## src/rtl/demux_pkg.sv

```systemverilog
// Shared types and constants for the 1-to-16 sequential demultiplexer.
package demux_pkg;

  localparam int DEMUX_WIDTH = 16;
  localparam int DEMUX_SEL_W = 4;

  typedef enum logic [1:0] {
    ST_IDLE  = 2'd0,
    ST_SHIFT = 2'd1,
    ST_PAR   = 2'd2,
    ST_DONE  = 2'd3
  } state_e;

endpackage

```

## src/rtl/demux_1_to_16_seq_if.sv

```systemverilog
// Data/control bundle between the bit source (master) and the demux (slave).
interface demux_1_to_16_seq_if
  import demux_pkg::*;
#(
  parameter int WIDTH = DEMUX_WIDTH,
  parameter int SEL_W = DEMUX_SEL_W
);

  logic             din;
  logic [SEL_W-1:0] sel;
  logic             wr_en;
  logic             auto_mode;
  logic             start;
  logic [WIDTH-1:0] dout;
  logic             busy;
  logic             done;
  logic             out_valid;
  logic             parity_err;

  modport master (
    output din, sel, wr_en, auto_mode, start,
    input  dout, busy, done, out_valid, parity_err
  );

  modport slave (
    input  din, sel, wr_en, auto_mode, start,
    output dout, busy, done, out_valid, parity_err
  );

endinterface

```

## src/rtl/demux_bit_counter.sv

```systemverilog
// Bit-position counter for frame assembly: clear has priority over enable,
// wraps naturally, and flags the last position of the word.
module demux_bit_counter #(
  parameter int SEL_W = 4
) (
  input  logic             clk,
  input  logic             rst_n,
  input  logic             i_clr,
  input  logic             i_en,
  output logic [SEL_W-1:0] o_cnt,
  output logic             o_tc
);

  logic [SEL_W-1:0] r_cnt;

  // NOTE: sequential state uses non-blocking assignments so every flop
  // samples the pre-edge value of the others.
  always_ff @(posedge clk or negedge rst_n) begin
    if (!rst_n) begin
      r_cnt <= '0;
    end else if (i_clr) begin
      r_cnt <= '0;
    end else if (i_en) begin
      r_cnt <= r_cnt + 1'b1;
    end
  end

  assign o_cnt = r_cnt;
  assign o_tc  = &r_cnt;

endmodule

```

## src/rtl/demux_1_to_16_seq.sv

```systemverilog
// Registered 1-to-16 demux/deserializer with addressed and auto-frame modes.
// Define PARITY_CHECK_EN to add a trailing even-parity bit check per frame.
module demux_1_to_16_seq
  import demux_pkg::*;
#(
  parameter int WIDTH = DEMUX_WIDTH,
  parameter int SEL_W = DEMUX_SEL_W
) (
  input logic                 clk,
  input logic                 rst_n,
  demux_1_to_16_seq_if.slave  bus
);

  state_e           r_state;
  state_e           w_next;
  logic [WIDTH-1:0] r_dout;
  logic             r_out_valid;
  logic [SEL_W-1:0] w_cnt;
  logic             w_tc;
  logic             w_cnt_clr;
  logic             w_cnt_en;
  logic             w_wr;
  logic [SEL_W-1:0] w_idx;
  logic             w_ov_set;
  logic             w_ov_clr;
`ifdef PARITY_CHECK_EN
  logic             r_parity_err;
  logic             w_perr_set;
  logic             w_perr_clr;
`endif

  demux_bit_counter #(.SEL_W(SEL_W)) u_cnt (
    .clk   (clk),
    .rst_n (rst_n),
    .i_clr (w_cnt_clr),
    .i_en  (w_cnt_en),
    .o_cnt (w_cnt),
    .o_tc  (w_tc)
  );

  always_ff @(posedge clk or negedge rst_n) begin
    if (!rst_n) r_state <= ST_IDLE;
    else        r_state <= w_next;
  end

  // NOTE: every signal driven here gets a default first, so no path
  // through the case statement can leave one unassigned and infer a latch.
  always_comb begin
    w_next     = r_state;
    w_cnt_clr  = 1'b0;
    w_cnt_en   = 1'b0;
    w_wr       = 1'b0;
    w_idx      = bus.sel;
    w_ov_set   = 1'b0;
    w_ov_clr   = 1'b0;
`ifdef PARITY_CHECK_EN
    w_perr_set = 1'b0;
    w_perr_clr = 1'b0;
`endif
    unique case (r_state)
      ST_IDLE: begin
        // A start outranks a simultaneous wr_en; that din is dropped.
        if (bus.auto_mode) begin
          if (bus.start) begin
            w_next    = ST_SHIFT;
            w_cnt_clr = 1'b1;
            w_ov_clr  = 1'b1;
`ifdef PARITY_CHECK_EN
            w_perr_clr = 1'b1;
`endif
          end
        end else if (bus.wr_en) begin
          w_wr     = 1'b1;
          w_ov_clr = 1'b1;
        end
      end
      ST_SHIFT: begin
        w_idx = w_cnt;
        if (!bus.auto_mode) begin
          w_next    = ST_IDLE;
          w_cnt_clr = 1'b1;
        end else if (bus.wr_en) begin
          w_wr     = 1'b1;
          w_cnt_en = 1'b1;
          if (w_tc) begin
`ifdef PARITY_CHECK_EN
            w_next = ST_PAR;
`else
            w_next = ST_DONE;
`endif
          end
        end
      end
`ifdef PARITY_CHECK_EN
      ST_PAR: begin
        // Even parity: the extra bit must equal the XOR of the data bits.
        if (!bus.auto_mode) begin
          w_next    = ST_IDLE;
          w_cnt_clr = 1'b1;
        end else if (bus.wr_en) begin
          w_perr_set = (bus.din != ^r_dout);
          w_next     = ST_DONE;
        end
      end
`endif
      ST_DONE: begin
        w_next = ST_IDLE;
`ifdef PARITY_CHECK_EN
        w_ov_set = !r_parity_err;
`else
        w_ov_set = 1'b1;
`endif
      end
      default: w_next = ST_IDLE;
    endcase
  end

  always_ff @(posedge clk or negedge rst_n) begin
    if (!rst_n) begin
      r_dout      <= '0;
      r_out_valid <= 1'b0;
    end else begin
      if (w_wr)          r_dout[w_idx] <= bus.din;
      if (w_ov_clr)      r_out_valid   <= 1'b0;
      else if (w_ov_set) r_out_valid   <= 1'b1;
    end
  end

`ifdef PARITY_CHECK_EN
  always_ff @(posedge clk or negedge rst_n) begin
    if (!rst_n)          r_parity_err <= 1'b0;
    else if (w_perr_clr) r_parity_err <= 1'b0;
    else if (w_perr_set) r_parity_err <= 1'b1;
  end
  assign bus.parity_err = r_parity_err;
`else
  assign bus.parity_err = 1'b0;
`endif

  assign bus.dout      = r_dout;
  assign bus.out_valid = r_out_valid;
  assign bus.done      = (r_state == ST_DONE);
  assign bus.busy      = (r_state == ST_SHIFT) || (r_state == ST_PAR);

endmodule
```

## src/flat_wrapper.sv

```systemverilog
// flat-port wrapper written by rule: the top's interface ports become plain ports
module demux_1_to_16_seq_flat import demux_pkg::*;
#(
  parameter int WIDTH = DEMUX_WIDTH,
  parameter int SEL_W = DEMUX_SEL_W
)
  (clk, rst_n, bus_din, bus_sel, bus_wr_en, bus_auto_mode, bus_start, bus_dout, bus_busy, bus_done, bus_out_valid, bus_parity_err);
  demux_1_to_16_seq_if #(.WIDTH(WIDTH), .SEL_W(SEL_W)) bus_i ();
  input logic clk;
  input logic rst_n;
  input wire logic [$bits(bus_i.din)-1:0] bus_din;
  input wire logic [$bits(bus_i.sel)-1:0] bus_sel;
  input wire logic [$bits(bus_i.wr_en)-1:0] bus_wr_en;
  input wire logic [$bits(bus_i.auto_mode)-1:0] bus_auto_mode;
  input wire logic [$bits(bus_i.start)-1:0] bus_start;
  output wire logic [$bits(bus_i.dout)-1:0] bus_dout;
  output wire logic [$bits(bus_i.busy)-1:0] bus_busy;
  output wire logic [$bits(bus_i.done)-1:0] bus_done;
  output wire logic [$bits(bus_i.out_valid)-1:0] bus_out_valid;
  output wire logic [$bits(bus_i.parity_err)-1:0] bus_parity_err;
  assign bus_i.din = bus_din;
  assign bus_i.sel = bus_sel;
  assign bus_i.wr_en = bus_wr_en;
  assign bus_i.auto_mode = bus_auto_mode;
  assign bus_i.start = bus_start;
  assign bus_dout = bus_i.dout;
  assign bus_busy = bus_i.busy;
  assign bus_done = bus_i.done;
  assign bus_out_valid = bus_i.out_valid;
  assign bus_parity_err = bus_i.parity_err;
  demux_1_to_16_seq #(.WIDTH(WIDTH), .SEL_W(SEL_W)) u_core (.clk(clk), .rst_n(rst_n), .bus(bus_i));
endmodule
```

## config.mk

```make
export PLATFORM = sky130hd
export DESIGN_NAME = demux_1_to_16_seq_flat
export DESIGN_NICKNAME = d
export VERILOG_FILES = /design/src/rtl/demux_pkg.sv /design/src/rtl/demux_1_to_16_seq_if.sv /design/src/rtl/demux_bit_counter.sv /design/src/rtl/demux_1_to_16_seq.sv /design/src/flat_wrapper.sv
export SDC_FILE = /design/constraint.sdc
export NUM_CORES = 1
export LEC_CHECK = 0
export ABC_AREA = 1
export BUFFER_PORTS_ARGS = -buffer_cell sky130_fd_sc_hd__buf_4
export CORE_MARGIN = 2
export CORE_UTILIZATION = 39
export CTS_CLUSTER_DIAMETER = 200
export DETAILED_ROUTE_END_ITERATION = 7
export GPL_TIMING_DRIVEN = 0
export HOLD_SLACK_MARGIN = 0.03
export PLACE_DENSITY = 0.64
export SYNTH_ARGS = -nofsm -noshare
export SYNTH_HDL_FRONTEND = slang
export SYNTH_HIERARCHICAL = 1
export SYNTH_SLANG_ARGS = --single-unit
```

## constraint.sdc

```tcl
create_clock -name clk -period 3.4 [get_ports clk]
set_input_delay 0.51 -clock clk [delete_from_list [all_inputs] [get_ports clk]]
set_output_delay 0.51 -clock clk [all_outputs]
set_load 0.005 [all_outputs]
```

==> results.ini <==
[status]
outcome = finished, final reports clean

[setup_path]
worst_setup_path_end_kind = output pin
crit_arrival_ns = 1.20
path_class = flip-flop to output pin
critical_path.startpoint = u_core/r_state[0]
r2r_slack_ns = 1.74
critPathMaxFanout = 5
regToRegStartpoint = u_core/r_state[1]
critPathLaunchType = flip-flop
required_ns = 2.89

[clock_network]
cts_tree = yes
clk_path_buf_depth = 2
root_buffer = clkbuf_8
clkSinkCount = 23
holdBufCountCts = 0
cts.htree.levels = 1
clock_latency_ns = 0.27
clk_pin_slew_ns = 0.08
cts_resized = 0
postCtsSetupBuffers = 0
numCtsBuffers = 3

[floorplan]
floorplan.rows = 22
fp.dieW_um = 66.2
die_area_mm2 = 0.00438
initial_core_util_pct = 40.9
die_h_um = 66.2
ios = 30
core_mm2 = 0.00369

[routing]
vias = 1307
drt_pass1_iterations = 4
wl_per_cell_um = 10.9
antenna_left = 0
drc_errors = 0
routed_wl_mm = 3.09
viasPerCell = 4.62
first_iter_violations = 62

[synthesis]
synth.most_common_cell = nand2_1
synth_cell_type_count = 22
synth_edf_count = 0
synthTopCellsByCount = nand2_1, nand3_1, dfrtp_1, inv_1, nand2_2
postSynthCellCount = 204
ys_ff_latch = 23
synth_area_mm2 = 0.00151
ys_warn_count = 6
synthArstFlopShare_pct = 100
synth_area_per_cell_um2 = 7.39
synth_top_area_share_pct = 38.2
yosysSeqAreaShare_pct = 38.2
synth-main-ff-cell = dfrtp_1
synth.net_count = 220
synth_top_area_cell = dfrtp_1
synth.top_cells.by_area = dfrtp_1, nand2_1, nand3_1, ha_1, nand2_2

[sta]
hold_viol = 0
skew_ns = 0.00200
maxSlewViolCount = 0
fin_tns_setup_ns = 0
fmax_ghz = 0.586
setup_violations = 0
hold_slack_ns = 0.116
rsz0062_at_grt = no
setup_ws_ns = 1.69
finalCriticalPeriod_ns = 1.71
fin_crit_sh_pct = 50.2

[place]
postPlaceCellArea_mm2 = 0.00177
port_buffers = 27
post-dp-hpwl_mm = 2.34
dp_slack_ns = 1.74
dp.cells = 279
globalplace.congestion = 0.813

[power]
p_leak_nw = 0.966
vdd_drop_max_mv = 0.274
power.total_mw = 1.37
p_per_area_mw_per_mm2 = 753

[global_routing]
grt_pass1_wl_mm = 5.59
gr-total-overflow = 0
grt_max_degree = 24
grt.total_usage_pct = 16.5
grt_pass1_vias = 1286
antenna_found_initial = 0

[final_layout]
n_fill_cell = 411
nets = 252
syn_to_final_growth_pct = 20.5
instances_no_fill = 283
finalInstanceArea_mm2 = 0.00182
antenna_cells = 0
drive_gt1_share_pct = 26.8
utilization_pct = 49.3

[flow_run]
drv_cap = 0

[min_path]
hp-class = input port to async pin

power breakdown:
group / internal [mW] / switching, mW
Combinational: 0.303 / 0.452
Clock: 0.0821 / 0.0940
Sequential: 0.370 / 0.0669
final cells by class:
| class | instances | area (um^2) | area share (%) |
|---|---|---|---|
| Sequential cell | 23 | 576 | 31.7 |
| Multi-Input combinational cell | 154 | 798 | 43.9 |
| Clock inverter | 1 | 5.00 | 0.275 |
| Buffer | 5 | 41.3 | 2.27 |
| Tap cell | 48 | 60.1 | 3.31 |
| Timing Repair Buffer | 27 | 203 | 11.2 |
| Clock buffer | 3 | 41.3 | 2.27 |
| Inverter | 22 | 92.6 | 5.10 |
cells in the final DEF, fill, tap and decap left out, types with 2 or more instances in the layout:
master    count
a21oi_1       4
inv_1        19
nor2_4        4
ha_1          6
nand2_2      12
clkbuf_1      2
inv_6         2
clkbuf_8      3
nand3_1      36
buf_4        28
nand2_1      64
nor2_1       11
nand2_4       3
nor2_2        7
o22ai_1       3
dfrtp_1      23
critical path: stages (launching register included):
cell and delay, ns:
dfrtp_1 0.42, inv_1 0.08, ha_1 0.29, buf_4 0.13
final timing paths:
check	cells after the start	endpoint
setup / recovery	3	bus_busy
hold / removal	1	u_core/u_cnt/o_cnt[1]
setup reg to reg	10	u_core/bus.dout[13]
hold reg to reg	2	u_core/bus.dout[0]
max in group asynchronous	1	u_core/bus.dout[4]
min in group clk	2	u_core/bus.out_valid
registers in the layout (all words and copies together), names as in the netlist:
signal	flops
u_core/bus.dout	16
u_core/bus.out_valid	1
u_core/r_state	2
u_core/u_cnt/o_cnt	4
cells by family (layout without fill, tap and decap cells):
group	count (synthesis)	count (layout)	share of synthesized area, %
other	1	1	0.249
AO/OA/AOI/OAI	9	9	3.49
AND/OR/NAND/NOR	138	138	44.2
flip-flops	23	23	38.2
buffers and inverters	27	58	8.88
adder cells (fa/ha/maj)	6	6	4.98
layer usage:
layer,GRT usage [%],part of all wire (%),up-vias
li1,-,-,707
met1,23.5,51,576
met2,25.3,44,21
met3,2.21,3.4,3
met4,6.12,1.2,0
met5,0,0,-
Power figures use the tool's default switching activity.
